`src/rtl/cover_toggle_tracker.sv`:
```
// Toggle-coverage collector: latches per-point hit strobes into a pending bitmap and
// drains them lowest-index-first as absolute cover indices over a valid/ready port.

module cover_toggle_lane #(
   parameter bit STICKY = 1'b1
) (
   input  logic clock,
   input  logic reset,
   input  logic valid_i,
   input  logic capture_i,
   input  logic clear_i,
   input  logic load_i,
   output logic pending_o,
   output logic reported_nxt_o,
   output logic drop_o
);
   logic pending_q, pending_d;
   logic reported_q, reported_d;
   logic hit;
   logic new_hit;

   assign hit     = capture_i & valid_i;
   assign new_hit = STICKY ? (hit & ~reported_q) : hit;

   always_comb begin
      pending_d  = (pending_q & ~load_i) | new_hit;
      reported_d = STICKY ? (reported_q | hit) : 1'b0;
      if (clear_i) begin
         pending_d  = 1'b0;
         reported_d = 1'b0;
      end
   end

   // A re-hit on the edge the bit is being loaded just re-arms it; only a hit on a
   // bit that stays pending is lost.
   assign drop_o         = !STICKY && hit && pending_q && !load_i;
   assign pending_o      = pending_q;
   assign reported_nxt_o = reported_d;

   always_ff @(posedge clock) begin
      if (!reset) begin
         pending_q  <= 1'b0;
         reported_q <= 1'b0;
      end else begin
         pending_q  <= pending_d;
         reported_q <= reported_d;
      end
   end
endmodule

module cover_toggle_tracker #(
   parameter int WIDTH       = 20,
   parameter int COVER_INDEX = 0,
   parameter int COVER_TOTAL = 8940,
   parameter int IDX_W       = 64,
   parameter bit STICKY      = 1'b1,
   parameter int CNT_W       = 16
) (
   input  logic             clock,
   input  logic             reset,
   input  logic [WIDTH-1:0] valid,
   input  logic             enable,
   input  logic             clear,
   output logic             out_valid,
   input  logic             out_ready,
   output logic [IDX_W-1:0] out_index,
   output logic [CNT_W-1:0] hit_count,
   output logic [CNT_W-1:0] drop_count,
   output logic             all_covered
);
   localparam int BIT_W = (WIDTH > 1) ? $clog2(WIDTH) : 1;

   if (COVER_INDEX + WIDTH > COVER_TOTAL) begin : g_bad_params
      $error("cover_toggle_tracker: COVER_INDEX+WIDTH exceeds COVER_TOTAL");
   end

   typedef enum logic {EMPTY, HOLD} state_e;

   state_e             state_q, state_d;
   logic [IDX_W-1:0]   out_index_q, out_index_d;
   logic [CNT_W-1:0]   hit_q, hit_d;
   logic [CNT_W-1:0]   drop_q, drop_d;
   logic               allcov_q, allcov_d;

   logic [WIDTH-1:0]   pending;
   logic [WIDTH-1:0]   reported_nxt;
   logic [WIDTH-1:0]   drop_vec;
   logic [WIDTH-1:0]   lowest;
   logic [WIDTH-1:0]   load_vec;
   logic [BIT_W-1:0]   load_bit;
   logic               load_en;
   logic               capture;
   logic               fire;

   assign capture = enable & ~clear;
   assign fire    = (state_q == HOLD) & out_ready;

   for (genvar i = 0; i < WIDTH; i++) begin : g_lane
      cover_toggle_lane #(.STICKY(STICKY)) u_lane (
         .clock          (clock),
         .reset          (reset),
         .valid_i        (valid[i]),
         .capture_i      (capture),
         .clear_i        (clear),
         .load_i         (load_vec[i]),
         .pending_o      (pending[i]),
         .reported_nxt_o (reported_nxt[i]),
         .drop_o         (drop_vec[i])
      );
   end

   // Two's-complement trick isolates the lowest set pending bit as a one-hot.
   assign lowest   = pending & (~pending + WIDTH'(1));
   assign load_vec = load_en ? lowest : '0;

   always_comb begin
      load_bit = '0;
      for (int i = 0; i < WIDTH; i++) begin
         if (lowest[i]) load_bit = load_bit | BIT_W'(i);
      end
   end

   always_comb begin
      state_d     = state_q;
      load_en     = 1'b0;
      out_index_d = out_index_q;
      case (state_q)
         EMPTY: begin
            if (|pending) begin
               load_en = 1'b1;
               state_d = HOLD;
            end
         end
         HOLD: begin
            if (fire) begin
               if (|pending) load_en = 1'b1;
               else          state_d = EMPTY;
            end
         end
         default: state_d = EMPTY;
      endcase
      if (load_en) out_index_d = IDX_W'(COVER_INDEX) + IDX_W'(load_bit);
   end

   always_comb begin
      hit_d    = hit_q;
      drop_d   = drop_q;
      allcov_d = STICKY ? (&reported_nxt) : 1'b0;
      if (fire && (hit_q != '1)) hit_d = hit_q + CNT_W'(1);
      if ((|drop_vec) && (drop_q != '1)) drop_d = drop_q + CNT_W'(1);
      if (clear) begin
         hit_d  = '0;
         drop_d = '0;
      end
   end

   always_ff @(posedge clock) begin
      if (!reset) begin
         state_q     <= EMPTY;
         out_index_q <= '0;
         hit_q       <= '0;
         drop_q      <= '0;
         allcov_q    <= 1'b0;
      end else begin
         state_q     <= state_d;
         out_index_q <= out_index_d;
         hit_q       <= hit_d;
         drop_q      <= drop_d;
         allcov_q    <= allcov_d;
      end
   end

   assign out_valid   = (state_q == HOLD);
   assign out_index   = out_index_q;
   assign hit_count   = hit_q;
   assign drop_count  = drop_q;
   assign all_covered = allcov_q;
endmodule

```
`config.mk`:
```
export PLATFORM = sky130hd
export DESIGN_NAME = cover_toggle_tracker
export DESIGN_NICKNAME = d
export VERILOG_FILES = /design/src/rtl/cover_toggle_tracker.sv
export SDC_FILE = /design/constraint.sdc
export NUM_CORES = 1
export LEC_CHECK = 0
export BUFFER_PORTS_ARGS = -buffer_cell sky130_fd_sc_hd__buf_2
export CAP_MARGIN = 5
export CORE_MARGIN = 2
export CORE_UTILIZATION = 50
export DETAILED_ROUTE_END_ITERATION = 7
export PLACE_DENSITY_LB_ADDON = 0.12
export REMOVE_ABC_BUFFERS = 1
export SYNTH_ARGS = -nofsm -noshare
export SYNTH_HDL_FRONTEND = slang
export SYNTH_HIERARCHICAL = 1
export SYNTH_SLANG_ARGS = --single-unit
```
`constraint.sdc`:
```
create_clock -name clock -period 9.2 [get_ports clock]
set_input_delay 1.84 -clock clock [delete_from_list [all_inputs] [get_ports clock]]
set_output_delay 1.84 -clock clock [all_outputs]
set_load 0.005 [all_outputs]
```
==> impl_metrics.json, run 1 <==
{
  "status": "finished clean",
  "post-synth-top-area-cell": "dfxtp_1",
  "postCtsHoldBufs": 0,
  "endpoint_kind": "flip-flop",
  "area_delta_synth_final_pct": 5.51,
  "cp-start-kind": "input pin",
  "max_freq_mhz": 276,
  "drtIter0Drc": 132,
  "fin_area_mm2": 0.00515,
  "power_frac_comb": 0.128,
  "setup_viol": 0,
  "cts_tree": "built",
  "period_minus_slack_ns": 3.62,
  "routed_wl_um": 9540,
  "cts_buffers": 9,
  "ir_drop_mv": 0.0753,
  "fin_nets": 657,
  "vias_per_cell": 5.13,
  "synthCells": 586,
  "hold_violations": 0,
  "swShare": 0.259,
  "hp-class": "reg -> reg",
  "final.period_utilization": 0.394,
  "hold-worst-slack_ns": 0.492,
  "fin_skew_ns": 0.00437,
  "timing.rr.start": "g_lane[5].u_lane/pending_o",
  "clockBufferDepth": 2,
  "fin_total_pwr_w": 0.000722,
  "synth_edf_count": 0,
  "synth.ff_latch_count": 79,
  "slew_viol_final": 0,
  "ys_seq_area_frac": 0.324,
  "switchingPower_w": 0.000187,
  "critical_path_arrival_ns": 3.89,
  "synth_area_mm2": 0.00488,
  "power_density_mw_per_mm2": 140,
  "dr_total_vias": 3939,
  "ios": 123,
  "cts_root_buffer": "clkbuf_8",
  "p_leak_nw": 2.17,
  "cp.required_ns": 9.47,
  "numClockSinks": 79,
  "crit_path_start": "clear",
  "grt_overflow": 0,
  "cts_setup_buffers": 0,
  "async_reset_ff_frac": 0,
  "htree_levels": 3,
  "die_y_um": 103,
  "layout_setup_ws_ns": 5.58,
  "grt_first_pass_wirelength_um": 15400,
  "die_area_mm2": 0.0106,
  "drive_gt1_frac": 0.217,
  "slew_headroom": 0.268,
  "yosys_warnings": 6,
  "worstMarginPinSlew_ns": 1.10,
  "core_mm2": 0.00964,
  "fin_tns_setup_ns": 0,
  "insertion_delay_ns": 0.34,
  "gp_congestion": 0.879,
  "drt_first_pass_iters": 4,
  "antenna_found_initial": 0,
  "synth_flop_cell": "dfxtp_1",
  "min_from": "g_lane[16].u_lane/reported_q",
  "p_int_w": 0.000535,
  "detail_route.wl_per_cell_um": 12.4,
  "detail-route-antenna-nets": 0,
  "grt_max_degree": 44,
  "ys_top_cells_by_area": "dfxtp_1, buf_4, nor2_1",
  "synthTopCellsByCount": "buf_4, dfxtp_1, nor2_1, a21oi_1, nand2b_1",
  "pwr-share-seq": 0.497,
  "rsz0062_at_grt": "false",
  "drc": 0,
  "synth_cell_types": 55,
  "dpl-instance-area_mm2": 0.00494,
  "dp_slack_ns": 5.20,
  "worstSetupPathType": "in -> reg",
  "initial_core_util": 0.506,
  "p_clk_frac": 0.375,
  "port_buffers": 63,
  "drv_cap": 0,
  "crit_fanout": 43,
  "grt_pass1_vias": 3390,
  "grt_use_total": 0.185,
  "place.detailed.hpwl_um": 7050,
  "cts_resized": 0,
  "clkSlewWorstSetupHoldPaths_ns": 0.08,
  "synth_top_area_frac": 0.324,
  "synth.avg_cell_area_um2": 8.33,
  "chipWidth_um": 103,
  "rows": 36,
  "antenna_cells": 0
}
[through the flow]
step | utilization | cells
finish | 0.534 | 768
global route | 0.534 | 768
CTS | 0.534 | 768
detailed placement | 0.512 | 752
global placement | 0.512 | 752
floorplan | - | 554
[metal layers]
layer  GRT usage  up-vias  wire [µm]
li1            -     1995          -
met1       0.228     1821       4350
met2       0.318      110       4600
met3      0.0400       13        457
met4      0.0678        0        134
met5           0        -          0
[power groups by stage]
| stage | sequential, W | combinational, W | clock [W] |
|---|---|---|---|
| 6_report | 0.000359 | 0.0000927 | 0.000271 |
| 5_1_grt | 0.000360 | 0.000107 | 0.000294 |
| 4_1_cts | 0.000359 | 0.0000925 | 0.000281 |
| 3_5_place_dp | 0.000367 | 0.0000923 | 0 |
| 3_3_place_gp | 0.000367 | 0.0000917 | 0 |
| 2_1_floorplan | 0.000365 | 0.0000621 | 0 |
[layout make-up]
class,count,area (µm²)
fillers,992,4490
flip-flops and latches,79,1580
clock inverters,3,40.0
clock buffers,13,169
repair buffers,65,330
inverters,7,26.3
well taps,133,166
multi-input cells,468,2840
[flip-flops by register name, summed over array words and instances, names as in the netlist]
name / cells
g_lane.u_lane/pending_o: 20
drop_count: 16
all_covered: 1
out_index: 5
g_lane.u_lane/reported_q: 20
out_valid: 1
hit_count: 16
[kinds of logic after synthesis]
family          count (synthesis)  share of synthesized area
simple gates                  271                      0.346
xor+xnor                       12                     0.0215
other cells                    21                     0.0162
compound gates                101                      0.141
buf+inv                        97                      0.140
fa+ha+maj                       2                    0.00513
mux                             3                    0.00615
flops                          79                      0.324
[critical path, cell delays in order]
cell and delay (ns):
buf_2 0.34, nor2b_2 0.19, buf_4 0.36, a21oi_1 0.15
nor2_1 0.11, nand4_1 0.14, or4_1 0.55, nor3_1 0.20
[cell usage in the layout (no fill, tap or decap), drive strengths merged, types with 4 or more instances in the layout]
cell type,netlist,routed
a21oi,55,55
a31oi,4,4
and2,7,7
and3,13,13
and4,11,11
buf,82,65
clkbuf,8,13
conb,21,79
dfxtp,79,79
inv,7,7
nand2,20,20
nand2b,46,46
nand3,13,13
nand3b,20,20
nand4,16,16
nor2,76,76
nor2b,4,4
nor3,9,9
nor4,13,13
o211ai,6,6
o21ai,15,15
or3,7,7
or4,7,7
xor2,9,9
[final timing paths]
kind | to | slack (ns) | cells after the start
setup / recovery | all_covered | 5.58 | 8
hold / removal | g_lane[16].u_lane/reported_q | 0.49 | 2
setup reg to reg | g_lane[6].u_lane/pending_o | 6.77 | 6
hold reg to reg | g_lane[16].u_lane/reported_q | 0.49 | 2
(Power assumes the default switching activity.)
==> run 2, diff against run 1 <==
==> constraint.sdc (replaced) <==
create_clock -name clock -period 3.6 [get_ports clock]
set_input_delay 0.72 -clock clock [delete_from_list [all_inputs] [get_ports clock]]
set_output_delay 0.72 -clock clock [all_outputs]
set_load 0.005 [all_outputs]
==> run 2 against run 1 <==
Sequential power grew to 2.6 times the previous value. Register-to-register slack worse by 5.6 ns. Critical path depth shrank 2. Count of clock-buffer cells in the layout fell by 1. Cell count is 0.26% higher. Largest power group unchanged. Flip-flop and latch count is the same. Utilization grew 0.12 points. Total power rose to 2.6 times the previous value.
==> impl_metrics.json, run 2 (synthesis gave the netlist of run 1 again) <==
{
  "cts_root_buffer": "clkbuf_8",
  "cp-start-kind": "flip-flop",
  "drive_gt1_frac": 0.217,
  "drt_first_pass_iters": 5,
  "layout_setup_ws_ns": 1.16,
  "port_buffers": 63,
  "rsz0062_at_grt": "false",
  "die_y_um": 103,
  "initial_core_util": 0.506,
  "grt_overflow": 0,
  "grt_use_met2": 0.302,
  "area_delta_synth_final_pct": 5.74,
  "slew_viol_final": 0,
  "grt_max_degree": 43,
  "max_freq_mhz": 410,
  "cts_resized": 0,
  "rows": 36,
  "place.detailed.hpwl_um": 7210,
  "period_minus_slack_ns": 2.44,
  "dr_total_vias": 3868,
  "gp_congestion": 0.846,
  "grt_use_met3": 0.0353,
  "slew_headroom": 0.368,
  "chipWidth_um": 103,
  "fin_nets": 659,
  "drtIter0Drc": 145,
  "final.period_utilization": 0.677,
  "final_cell_mix": "conb_1, dfxtp_1, nor2_1",
  "ios": 123,
  "hp-class": "reg -> reg",
  "worstMarginPinSlew_ns": 0.947,
  "critical_path_arrival_ns": 2.72,
  "drc": 0,
  "cts_tree": "built",
  "numClockSinks": 79,
  "postCtsHoldBufs": 0,
  "die_area_mm2": 0.0106,
  "detail_route.wl_per_cell_um": 12.5,
  "crit_fanout": 13,
  "detail-route-antenna-nets": 0,
  "grt_busiest_layer": "met2",
  "fin_skew_ns": 0.0100,
  "cp.required_ns": 3.88,
  "insertion_delay_ns": 0.35,
  "antenna_cells": 0,
  "fin_tns_setup_ns": 0,
  "hold-worst-slack_ns": 0.488,
  "dp_slack_ns": 0.881,
  "crit_path_start": "g_lane[1].u_lane/pending_o",
  "use_met1": 0.241,
  "endpoint_kind": "flip-flop",
  "r2r_end": "g_lane[6].u_lane/pending_o",
  "power_density_mw_per_mm2": 360,
  "vias_per_cell": 5.02,
  "clockBufferDepth": 2,
  "ir_drop_mv": 0.196,
  "final_core_util": 0.535,
  "p_leak_nw": 2.18,
  "hold_violations": 0,
  "cts_setup_buffers": 0,
  "antenna_found_initial": 0,
  "ff2ff_path_depth": 6,
  "htree_levels": 3,
  "fillers": 979,
  "timing.rr.start": "g_lane[1].u_lane/pending_o",
  "endpoint": "g_lane[6].u_lane/pending_o",
  "status": "finished clean",
  "grt_pass1_vias": 3298,
  "worstSetupPathType": "reg -> reg",
  "clkSlewWorstSetupHoldPaths_ns": 0.08,
  "drv_cap": 0,
  "core_mm2": 0.00964,
  "grt_first_pass_wirelength_um": 15400,
  "cts_buffers": 9,
  "grt_use_total": 0.182,
  "r2r_slack_ns": 1.16,
  "setup_viol": 0,
  "routed_wl_um": 9600
}
[run 2: changes by cell type in the layout (fill, tap and decap cells not counted)]
| cell | before | now |
|---|---|---|
| clkbuf_8 | 12 | 9 |
| buf_4 | 2 | 4 |
| clkbuf_1 | 1 | 3 |
| bufinv_16 | 1 | 2 |
[run 2: critical path, stage by stage (launching register included)]
cell and delay (ns):
dfxtp_1 0.35, or4_4 0.62, nor4_4 0.44, a31oi_2 0.33, and4_2 0.33, nand2b_1 0.16
a21oi_2 0.14
[run 2: layout make-up]
class                           instances  area (µm²)  area share
Inverter                                7        26.3     0.00509
Timing Repair Buffer                   67         345      0.0669
Clock inverter                          4        70.1      0.0136
Sequential cell                        79        1580       0.306
Clock buffer                           12         135      0.0262
Tap cell                              133         166      0.0323
Multi-Input combinational cell        468        2840       0.549
[run 2: stage by stage]
stage / area, µm² / std cells / power, W
detailed placement: 4950 / 754 / 0.00118
global placement: 4950 / 754 / 0.00118
global route: 5160 / 770 / 0.00195
finish: 5160 / 770 / 0.00186
CTS: 5160 / 770 / 0.00188
floorplan: 4440 / 554 / 0.00109
[run 2: where the power goes]
| group | leakage, nW | total [W] | switching [W] | internal [W] |
|---|---|---|---|---|
| sequential | 0.640 | 0.000916 | 0.0000195 | 0.000896 |
| clock | 0.104 | 0.000701 | 0.000311 | 0.000390 |
| combinational | 1.43 | 0.000242 | 0.000146 | 0.0000961 |
[run 2: per-layer routing]
metal  wire [µm]  up-vias
li1            -     1992
met1        4500     1770
met2        4530       93
met3         412       13
met4         162        0
met5           0        -
[run 2: worst min path at each step]
stage                                            start                            to  slack (ns)  cells past startpoint
after floorplan            g_lane[0].u_lane/reported_q   g_lane[0].u_lane/reported_q        0.45                      2
final                      g_lane[0].u_lane/reported_q   g_lane[0].u_lane/reported_q        0.49                      2
after detailed placement   g_lane[0].u_lane/reported_q   g_lane[0].u_lane/reported_q        0.47                      2
after global placement     g_lane[1].u_lane/reported_q   g_lane[1].u_lane/reported_q        0.47                      2
after CTS                  g_lane[0].u_lane/reported_q   g_lane[0].u_lane/reported_q        0.49                      2
after global routing      g_lane[14].u_lane/reported_q  g_lane[14].u_lane/reported_q        0.52                      2
==> run 3, diff against run 2 <==
==> constraint.sdc (replaced) <==
create_clock -name clock -period 2.5 [get_ports clock]
set_input_delay 0.5 -clock clock [delete_from_list [all_inputs] [get_ports clock]]
set_output_delay 0.5 -clock clock [all_outputs]
set_load 0.005 [all_outputs]
==> run 3 against run 2 <==
Flip-flop and latch count stayed put. Combinational power is 49% higher. Register-to-register slack worse by 0.93 ns. Setup slack worse by 0.93 ns. Critical path type unchanged. Cell area is 1.6% higher. Utilization is 0.84 points higher. Clock power is 67% higher. Die area stayed put. First-iteration DRC count is 5.5% higher. Worst hold slack worse by 0.068 ns. Total power is 53% higher.
==> impl_metrics.json, run 3 (synthesis gave the netlist of run 1 again) <==
{
  "die_y_um": 103,
  "cts_setup_buffers": 0,
  "detail_route.wl_per_cell_um": 13.0,
  "p_leak_nw": 2.21,
  "drtIter0Drc": 153,
  "routed_wl_um": 10100,
  "hp-class": "in -> reg",
  "htree_levels": 3,
  "crit_chain": "or4_4 -> nor4_4 -> a31oi_2 -> and4_2 -> nand2b_1 -> a21oi_2",
  "vias_per_cell": 5.11,
  "clkSlewWorstSetupHoldPaths_ns": 0.09,
  "critical_path_arrival_ns": 2.56,
  "antenna_cells": 0,
  "period_minus_slack_ns": 2.26,
  "max_freq_mhz": 442,
  "rsz0062_at_grt": "false",
  "cts_root_buffer": "clkbuf_8",
  "fin_nets": 663,
  "grt_overflow": 0,
  "dp_slack_ns": 0.270,
  "postCtsHoldBufs": 0,
  "setup_viol": 0,
  "final_cell_mix": "conb_1, dfxtp_1, nor2_1",
  "slew_headroom": 0.394,
  "worstMarginPinSlew_ns": 0.907,
  "cpLargestDelayFamily": "simple AND/OR/NAND/NOR gates",
  "cpPeakStageDelay_ns": 0.59,
  "drt_first_pass_iters": 4,
  "grt_pass1_vias": 3621,
  "status": "finished clean",
  "hold_violations": 0,
  "detail-route-antenna-nets": 0,
  "initial_core_util": 0.506,
  "cts_tree": "built",
  "endpoint_kind": "flip-flop",
  "cts_resized": 0,
  "insertion_delay_ns": 0.35,
  "dpl-instance-area_mm2": 0.00500,
  "fin_area_mm2": 0.00524,
  "crit_fanout": 13,
  "gp_congestion": 0.796,
  "cp_slowest_cell": "or4_4",
  "cts_buffers": 9,
  "drv_cap": 0,
  "grt_first_pass_wirelength_um": 16300,
  "numClockSinks": 79,
  "fin_tns_setup_ns": 0,
  "ir_drop_mv": 0.310,
  "slew_viol_final": 0,
  "fin_skew_ns": 0.00678,
  "dr_total_vias": 3954,
  "cp-start-kind": "flip-flop",
  "core_mm2": 0.00964,
  "drive_gt1_frac": 0.226,
  "drc": 0,
  "worstSetupPathType": "reg -> reg",
  "layout_setup_ws_ns": 0.235,
  "final.period_utilization": 0.906,
  "area_delta_synth_final_pct": 7.41,
  "grt_max_degree": 41,
  "cp_num_buf_inv": 0,
  "ios": 123,
  "antenna_found_initial": 0,
  "grt_use_total": 0.193,
  "chipWidth_um": 103,
  "clockBufferDepth": 2,
  "rows": 36,
  "die_area_mm2": 0.0106,
  "port_buffers": 63,
  "place.detailed.hpwl_um": 7540,
  "power_density_mw_per_mm2": 544,
  "cp.required_ns": 2.79
}
run 3: changes by cell type in the layout (fill, tap and decap cells not counted), sizes merged:
cell | before | now
clkinvlp | 0 | 1
clkbuf | 12 | 9
bufinv | 2 | 3
buf | 67 | 71
inv | 7 | 8
run 3: cell type report:
type,count,area [µm²]
Fill cell,961,4400
Multi-Input combinational cell,468,2840
Sequential cell,79,1580
Timing Repair Buffer,71,388
Tap cell,133,166
Clock buffer,9,124
Clock inverter,7,120
Inverter,7,26.3
run 3: power by group:
group	internal, W	total (W)	leakage, nW	switching (W)
Clock	0.000667	0.00117	0.120	0.000502
Combinational	0.000147	0.000360	1.45	0.000213
Sequential	0.00129	0.00132	0.640	0.0000303
Total	0.00210	0.00285	2.21	0.000745
run 3: per-stage QoR:
stage	utilization	power (W)	cells	hold slack [ns]
6_report	0.544	0.00285	774	0.420
5_1_grt	0.544	0.00297	774	0.422
4_1_cts	0.544	0.00288	774	0.401
3_5_place_dp	0.518	0.00171	758	0.481
3_3_place_gp	0.518	0.00170	758	0.466
2_1_floorplan	-	0.00157	554	0.454
run 3: per-layer routing:
metal / vias to the layer above / part of all wire / global-route usage
met4: 0 / 0.020 / 0.0789
met2: 89 / 0.49 / 0.335
met3: 15 / 0.042 / 0.0285
li1: 2009 / - / -
met5: - / 0 / 0
met1: 1841 / 0.45 / 0.239
run 3: final timing paths:
kind / end / depth (start not counted) / startpoint / slack [ns]
setup / recovery: g_lane[6].u_lane/pending_o / 6 / g_lane[5].u_lane/pending_o / 0.24
hold / removal: g_lane[10].u_lane/reported_q / 3 / valid[10] / 0.42
setup reg to reg: g_lane[6].u_lane/pending_o / 6 / g_lane[5].u_lane/pending_o / 0.24
hold reg to reg: hit_count[1] / 2 / hit_count[1] / 0.49
run 3: tightest hold or removal path: stages:
cell and delay, ns:
buf_2 0.08, a21oi_1 0.06, nor2_1 0.09
